<file path="config.mk">
export PLATFORM = sky130hd
export DESIGN_NAME = pipe_ctrl
export DESIGN_NICKNAME = d
export VERILOG_FILES = /design/src/rtl/pipe_ctrl_pkg.sv /design/src/rtl/pipe_ctrl_hazard_detect.sv /design/src/rtl/pipe_ctrl.sv
export SDC_FILE = /design/constraint.sdc
export NUM_CORES = 1
export LEC_CHECK = 0
export CORE_AREA = 2 2 57 59
export DETAILED_ROUTE_END_ITERATION = 8
export DIE_AREA = 0 0 59 61
export GPL_ROUTABILITY_DRIVEN = 1
export PLACE_DENSITY = 0.76
export SLEW_MARGIN = 20
export SYNTH_ARGS = -nofsm -noshare
export SYNTH_HDL_FRONTEND = slang
export SYNTH_SLANG_ARGS = --single-unit
</file>
<file path="constraint.sdc">
create_clock -name clk -period 2 [get_ports clk]
set_input_delay 0.3 -clock clk [delete_from_list [all_inputs] [get_ports clk]]
set_output_delay 0.3 -clock clk [all_outputs]
set_load 0.01 [all_outputs]
</file>
<file path="src/rtl/pipe_ctrl_pkg.sv">
// Shared processor definitions for the pipeline controller: FSM encodings and
// stall-counter sizing.
package pipe_ctrl_pkg;

    localparam int REG_W       = 4;
    localparam int STALL_CNT_W = 16;

    localparam logic [STALL_CNT_W-1:0] STALL_CNT_MAX = '1;

    typedef enum logic [1:0] {
        RUN  = 2'd0,
        WAIT = 2'd1,
        DONE = 2'd2
    } state_t;

endpackage

</file>
<file path="src/rtl/pipe_ctrl_hazard_detect.sv">
// Read-after-write comparator between the ID-stage sources and the EX/MEM
// destinations, narrowed to load-use when forwarding is available.
module hazard_detect
    import pipe_ctrl_pkg::*;
(
    input  logic [REG_W-1:0] id_src1,
    input  logic [REG_W-1:0] id_src2,
    input  logic             id_src1_en,
    input  logic             id_two_src,
    input  logic [REG_W-1:0] ex_dest,
    input  logic             ex_wb_en,
    input  logic             ex_mem_read,
    input  logic [REG_W-1:0] mem_dest,
    input  logic             mem_wb_en,
    input  logic             fwd_en,
    output logic             hazard_raw
);

    logic ex_match;
    logic mem_match;

    assign ex_match  = ex_wb_en && ((id_src1_en && (id_src1 == ex_dest)) ||
                                    (id_two_src && (id_src2 == ex_dest)));
    assign mem_match = mem_wb_en && ((id_src1_en && (id_src1 == mem_dest)) ||
                                     (id_two_src && (id_src2 == mem_dest)));

    // With forwarding only a load result still in EX cannot be bypassed.
    assign hazard_raw = fwd_en ? (ex_match && ex_mem_read) : (ex_match || mem_match);

endmodule

</file>
<file path="src/rtl/pipe_ctrl.sv">
// Pipeline hazard/stall controller: RAW bubbles, branch flushes and a
// memory-wait FSM that freezes the whole pipe while SRAM is busy.
module pipe_ctrl
    import pipe_ctrl_pkg::*;
(
    input  logic                   clk,
    input  logic                   rst,
    input  logic [REG_W-1:0]       id_src1,
    input  logic [REG_W-1:0]       id_src2,
    input  logic                   id_src1_en,
    input  logic                   id_two_src,
    input  logic [REG_W-1:0]       ex_dest,
    input  logic                   ex_wb_en,
    input  logic                   ex_mem_read,
    input  logic [REG_W-1:0]       mem_dest,
    input  logic                   mem_wb_en,
    input  logic                   mem_acc,
    input  logic                   fwd_en,
    input  logic                   ex_branch,
    input  logic                   sram_ready,
    output logic                   freeze_pc,
    output logic                   freeze_ifid,
    output logic                   flush_ifid,
    output logic                   flush_idex,
    output logic                   freeze_all,
    output logic                   sram_req,
    output logic [1:0]             state,
    output logic [STALL_CNT_W-1:0] stall_cnt
);

    state_t cur_state;
    state_t nxt_state;
    logic   hazard_raw;
    logic   bubble;

    hazard_detect u_hazard (
        .id_src1     (id_src1),
        .id_src2     (id_src2),
        .id_src1_en  (id_src1_en),
        .id_two_src  (id_two_src),
        .ex_dest     (ex_dest),
        .ex_wb_en    (ex_wb_en),
        .ex_mem_read (ex_mem_read),
        .mem_dest    (mem_dest),
        .mem_wb_en   (mem_wb_en),
        .fwd_en      (fwd_en),
        .hazard_raw  (hazard_raw)
    );

    always_ff @(posedge clk or posedge rst) begin
        if (rst) begin
            cur_state <= RUN;
        end else begin
            cur_state <= nxt_state;
        end
    end

    // DONE always returns to RUN so the access leaving MEM is not re-issued.
    always_comb begin
        nxt_state = RUN;
        case (cur_state)
            RUN:     nxt_state = mem_acc ? WAIT : RUN;
            WAIT:    nxt_state = sram_ready ? DONE : WAIT;
            DONE:    nxt_state = RUN;
            default: nxt_state = RUN;
        endcase
    end

    always_comb begin
        freeze_all  = 1'b0;
        sram_req    = 1'b0;
        freeze_pc   = 1'b0;
        freeze_ifid = 1'b0;
        flush_ifid  = 1'b0;
        flush_idex  = 1'b0;
        bubble      = 1'b0;
        case (cur_state)
            RUN: begin
                freeze_all = mem_acc;
                sram_req   = mem_acc;
            end
            WAIT: begin
                freeze_all = 1'b1;
                sram_req   = 1'b1;
            end
            default: ;
        endcase
        // Priority: memory freeze, then taken branch, then RAW bubble.
        if (freeze_all) begin
            freeze_pc   = 1'b1;
            freeze_ifid = 1'b1;
        end else if (ex_branch) begin
            flush_ifid = 1'b1;
            flush_idex = 1'b1;
        end else if (hazard_raw) begin
            freeze_pc   = 1'b1;
            freeze_ifid = 1'b1;
            flush_idex  = 1'b1;
            bubble      = 1'b1;
        end
    end

    always_ff @(posedge clk or posedge rst) begin
        if (rst) begin
            stall_cnt <= '0;
        end else if ((freeze_all || bubble) && (stall_cnt != STALL_CNT_MAX)) begin
            stall_cnt <= stall_cnt + 1'b1;
        end
    end

    assign state = cur_state;

endmodule

</file>
==> results of run 1 <==
worst min-delay path by stage:
stage / cells after the start / endpoint
2_1_floorplan: 1 / stall_cnt[0]
3_3_place_gp: 1 / state[1]
3_5_place_dp: 1 / state[1]
4_1_cts: 2 / stall_cnt[7]
5_1_grt: 2 / stall_cnt[11]
6_report: 2 / stall_cnt[9]
power breakdown:
part | switching (uW) | leakage (uW) | internal [uW]
registers | 109 | 0.000231 | 453
clock network | 106 | 0.0000138 | 70.0
logic | 314 | 0.000602 | 461
metrics by stage:
| step | total power, uW | cell area (um2) |
|---|---|---|
| 2_1_floorplan | 905.7 | 1180 |
| 3_3_place_gp | 1295 | 1809 |
| 3_5_place_dp | 1316 | 1809 |
| 4_1_cts | 1521 | 1893 |
| 5_1_grt | 1619 | 1913 |
| 6_report | 1513 | 1913 |
flip-flops by register name, summed over array words and instances, names as in the netlist:
register / flops
state: 2
stall_cnt: 16
per-layer routing:
layer / global-route usage / part of all wire / vias to the layer above / wire (um)
met5: 0 / 0 / - / 0
met4: 0.07143 / 0.016 / 0 / 46
met2: 0.3365 / 0.54 / 42 / 1574
met1: 0.1979 / 0.38 / 539 / 1128
met3: 0.03838 / 0.063 / 4 / 185
li1: - / - / 567 / -
synthesized netlist by cell type (3+ instances only):
| cell | count |
|---|---|
| nand2_1 | 7 |
| mux2_2 | 4 |
| xnor2_1 | 18 |
| nor3_1 | 3 |
| inv_1 | 5 |
| o211ai_1 | 8 |
| xor2_1 | 8 |
| nand3_1 | 8 |
| nand4_1 | 3 |
| dfrtp_1 | 18 |
| o2111ai_1 | 3 |
| nor2_1 | 7 |
| and3_1 | 5 |
area by class of cell:
class	instances	area, um2
sequential	18	450.4
tap	33	41.29
fill	259	1040
timing repair buffer	69	630.6
clock buffer	3	22.52
inverter	6	22.52
multi-input combinational	94	745.7
critical path, cell delays in order:
cell             delay, ns
clkdlybuf4s50_1       0.46
nor2_1                0.05
nor2_2                0.14
buf_6                 0.16
clkdlybuf4s50_1       0.54
timing repair:
action | 4_1_cts | 5_1_grt
hold buffers | 0 | 0
pin swaps | 13 | 7
setup buffers | 1 | 1
resized for setup | 46 | 4
setup endpoints to repair | 9 | 6
kinds of logic (layout without fill, tap and decap cells):
logic type | Yosys count | count (layout) | synth area share
AOI/OAI and AO/OA | 20 | 20 | 0.1315
and+or+nand+nor | 42 | 42 | 0.1824
buffers and inverters | 12 | 78 | 0.05301
DFF | 18 | 18 | 0.3818
muxes | 5 | 5 | 0.04772
xor gates and xnor gates | 26 | 26 | 0.1930
adders and majority gates | 1 | 1 | 0.01060
==> qor.csv, run 1 <==
metric;value;unit
status;complete, no violations;
period_needed;1.950;ns
final_cells;223;
synthFlopType;dfrtp_1;
insertion_delay;0.29;ns
nets;220;
slew_headroom;0.5590;
vias_per_cell;5.166;
finalSetupViolations;0;
holdCritPathClass;input pin to async pin;
reg2reg_slack;0.18;ns
r2r_end;stall_cnt[10];
avgRoutedWirePerCell;13.16;um
slew_violations;0;
timing.final.crit_share;0.9752;
syn_inst;124;
area_delta_synth_final;62.14;%
place.gp.congestion;0.7856;
synth_top_area_frac;0.3818;
core_area;2953;um2
drt_iter0_markers;23;
dr.pass1.iters;4;
die_w;59;um
place_inst;218;
worstSetupStartpoint;mem_acc;
root_buffer;clkbuf_4;
gr-total-overflow;0;
initial_core_util;0.3996;
cp.arrival;1.65;ns
hpwl;2.384;mm
cp-endpoint;freeze_all;
synth_edf_count;0;
antenna_cells;0;
vdd_drop_max;0.0002949;V
worstPathMaxFanout;11;
synthDistinctLibCells;34;
required;1.70;ns
worst_pin_slew;0.6608;ns
max_freq;512.7;MHz
final_util;0.6479;
layout_commonest_cell;clkdlybuf4s50_1;
grt_max_degree;19;
drv_cap;0;
path_clk_slew;0.10;ns
wl;2.934;mm
cts_tree;yes;
route.detailed.drc;0;
fin_setup_tns;0;ns
cts_buffers;3;
io_buffers;50;
synth_top_area_cell;dfrtp_1;
async_reset_ff_frac;1.000;
htreeDepth;1;
ys_seq_elements;18;
placementRows;20;
dieArea;3599;um2
clock-sinks;18;
ys_warn_count;0;
drive_above_1_share;0.2263;
worst_setup_path_end_kind;output pin;
antenna_found_initial;0;
vias;1152;
ff2ff_path_depth;8;
grt_pass1_wl;4.919;mm
grt_pass1_vias;1153;
grt_use_total;0.1799;
finalWorstSetupSlack;0.04966;ns
synth_area;1180;um2
layout_common_cells;clkdlybuf4s50_1, buf_4, dfrtp_1;
timing.hold.ws;0.3956;ns
synth_area_leaders;dfrtp_1, xnor2_1, xor2_1;
dp_slack;-0.5475;ns
p_per_area;791.1;nW/um2
ioPinCount;51;
r2r-start;stall_cnt[0];
synth_seq_area_share;0.3818;
startpoint_type;input pin;
syn_nets;152;
final.setup_skew;0.001007;ns
report.final.hold_viol_count;0;
p_leak;0.0008468;uW
avgSynthCellArea;9.515;um2
die_h;61;um
final_antenna_net_count;0;
clockBufferDepth;2;
worstSetupPathType;input pin to output pin;
Note: power is estimated with default switching activity, not from simulation.
==> run 2: changes to the inputs <==
--- a/config.mk
+++ b/config.mk
@@ -6,8 +6,10 @@
 export NUM_CORES = 1
 export LEC_CHECK = 0
+export ABC_AREA = 0
 export CORE_AREA = 2 2 57 59
 export DETAILED_ROUTE_END_ITERATION = 8
 export DIE_AREA = 0 0 59 61
 export GPL_ROUTABILITY_DRIVEN = 1
+export GPL_TIMING_DRIVEN = 0
 export PLACE_DENSITY = 0.76
 export SLEW_MARGIN = 20
==> constraint.sdc (replaced) <==
create_clock -name clk -period 2 [get_ports clk]
set_input_delay 0.3 -clock clk [delete_from_list [all_inputs] [get_ports clk]]
set_output_delay 0.3 -clock clk [all_outputs]
set_load 0.05 [all_outputs]
==> run 2 against run 1 <==
Net effect: final cell count did not move; clock skew about the same; register-to-register slack got worse by 0.03 ns; routed wire length grew 9.9%; clock power up 30%; critical path depth rose by 2; via count is 2.4% higher; utilization increased by 0.72 points; total power grew 38%; setup slack improved by 0.019 ns; highest routed layer unchanged; hold slack better by 0.0068 ns; largest cell class unchanged.
==> qor.csv, run 2 (synthesized netlist as in run 1, its figures left out) <==
metric;value;unit;change
period_needed;1.931;ns;-0.01887 ns
final.setup_skew;0.001052;ns;+0.00004463 ns
grt_use_met2;0.3667;;+0.03016
grt_max_degree;19;;unchanged
drt_iter0_markers;22;;-4.3%
wl;3.223;mm;+9.9%
vias_per_cell;5.291;;+2.4%
dp_slack;-1.192;ns;-0.6447 ns
timing.hold.ws;0.4024;ns;+0.006753 ns
timing.critical_path.cells;nor2_2 > nor2_2 > buf_6 > buf_8 > buf_12 > a31oi_2 > buf_4;;
vdd_drop_max;0.0007531;V;+160%
insertion_delay;0.29;ns;about the same
largest-register;stall_cnt;;
worstSetupPathType;register to output pin;;
grt_pass1_wl;4.947;mm;+0.57%
startpoint_type;register;;
layout_common_cells;clkdlybuf4s50_1, buf_4, xnor2_1;;
dr.pass1.iters;4;;unchanged
antenna_found_initial;0;;unchanged
route.detailed.drc;0;;unchanged
avgRoutedWirePerCell;14.45;um;+9.9%
grt_use_total;0.1831;;+0.003214
top_usage_layer;met2;;
gr-total-overflow;0;;unchanged
largest_register_ff_count;16;;unchanged
place_inst;207;;-5.0%
nets;219;;-0.45%
worst_setup_path_end_kind;output pin;;
worst_pin_slew;0.6693;ns;+0.008507 ns
status;complete, no violations;;
required;1.70;ns;about the same
seq_area;456.7;um2;+1.4%
max_freq;517.7;MHz;+0.98%
cts_tree;yes;;
cp_slowest_cell;dfrtp_2;;
report.final.hold_viol_count;0;;unchanged
p_leak;0.0008244;uW;-2.6%
use_met1;0.1929;;-0.005023
holdCritPathClass;input pin to async pin;;
htreeDepth;1;;unchanged
final_antenna_net_count;0;;unchanged
initial_core_util;0.3996;;unchanged
p_per_area;1081;nW/um2;+37%
die_w;59;um;unchanged
placementRows;20;;unchanged
finalSetupViolations;0;;unchanged
holdBufCountCts;0;;unchanged
ioPinCount;51;;unchanged
timing.final.crit_share;0.9657;;-0.009434
cp.arrival;1.63;ns;-0.02 ns
finalWorstSetupSlack;0.06853;ns;+0.01887 ns
place.gp.congestion;0.8171;;+4.0%
root_buffer;clkbuf_4;;
grt_pass1_vias;1171;;+1.6%
layout_commonest_cell;clkdlybuf4s50_1;;
grtUsageMet3;0.01706;;-0.02132
antenna_cells;0;;unchanged
slew_violations;0;;unchanged
core_area;2953;um2;unchanged
vias;1180;;+2.4%
multi_input_area;798.3;um2;+7.0%
slew_headroom;0.5533;;-0.005677
dieArea;3599;um2;unchanged
clock-sinks;18;;unchanged
clockBufferDepth;2;;unchanged
cp_common_cell;nor2_2;;
max_stage_delay;0.43;ns;-0.11 ns
worstPathMaxFanout;6;;-5
fillers;252;;-2.7%
cts_buffers;3;;unchanged
area_delta_synth_final;63.95;%;
io_buffers;50;;unchanged
hpwl;2.382;mm;about the same
die_h;61;um;unchanged
drv_cap;0;;unchanged
drive_above_1_share;0.4105;;+0.1842
path_clk_slew;0.11;ns;about the same
final_cells;223;;unchanged
run 2: cell count changes in the layout (fill, tap and decap cells not counted), moves of 3 or more:
| cell | delta |
|---|---|
| dlymetal6s2s_1 | -3 |
| dlygate4sd2_1 | -13 |
| buf_2 | +7 |
| clkdlybuf4s50_1 | -5 |
| buf_8 | +3 |
| clkbuf_2 | +8 |
| dfrtp_2 | +5 |
| nor2_1 | -3 |
| dfrtp_1 | -5 |
run 2: through the flow:
stage / cell area (um2) / setup TNS (ns) / power, uW / util
floorplan: 1207 / 0 / 1317 / -
finish: 1934 / 0 / 2092 / 0.6551
detailed placement: 1749 / -8.597 / 1717 / 0.5924
CTS: 1841 / -0.06341 / 1961 / 0.6233
global route: 1934 / -0.003734 / 2180 / 0.6551
global placement: 1749 / -8.015 / 1691 / 0.5924
run 2: worst max-delay path, delay by kind of cell (launching register included):
kind	cells	cell delay, ns
buffers and inverters	4	0.60
and+or+nand+nor	2	0.18
AOI/OAI and AO/OA	1	0.14
DFF	1	0.43
run 2: path summary, 6_finish.rpt:
check	start	to	slack, ns	cells past startpoint
min in group clk	state[1]	state[1]	0.46	1
setup / recovery	state[0]	flush_idex	0.07	7
max in group asynchronous	rst	stall_cnt[7]	1.13	2
setup reg to reg	stall_cnt[0]	stall_cnt[6]	0.15	9
hold / removal	rst	stall_cnt[13]	0.40	2
hold reg to reg	state[1]	state[1]	0.46	1
run 2: where the power goes:
| group | total [uW] | internal [uW] | switching [uW] |
|---|---|---|---|
| sequential | 574 | 460 | 114 |
| combinational | 1290 | 531 | 758 |
| clock | 228 | 111 | 117 |
run 2: repair_timing:
action / CTS / global route
gates resized for setup: 96 / 38
buffers inserted: 4 / 10
endpoints found under the setup margin: 7 / 6
pin swaps: 17 / 15
run 2: layer usage:
layer / wire (um) / vias to the layer above
met5: 0 / -
li1: - / 565
met1: 1286 / 558
met4: 50 / 0
met2: 1716 / 51
met3: 170 / 6
run 2: layout make-up:
type | count | area share
Inverter | 6 | 0.01164
Timing Repair Buffer | 64 | 0.2781
Multi-Input combinational cell | 94 | 0.4127
Buffer | 4 | 0.02135
Clock buffer | 4 | 0.01876
Sequential cell | 18 | 0.2361
Tap cell | 33 | 0.02135
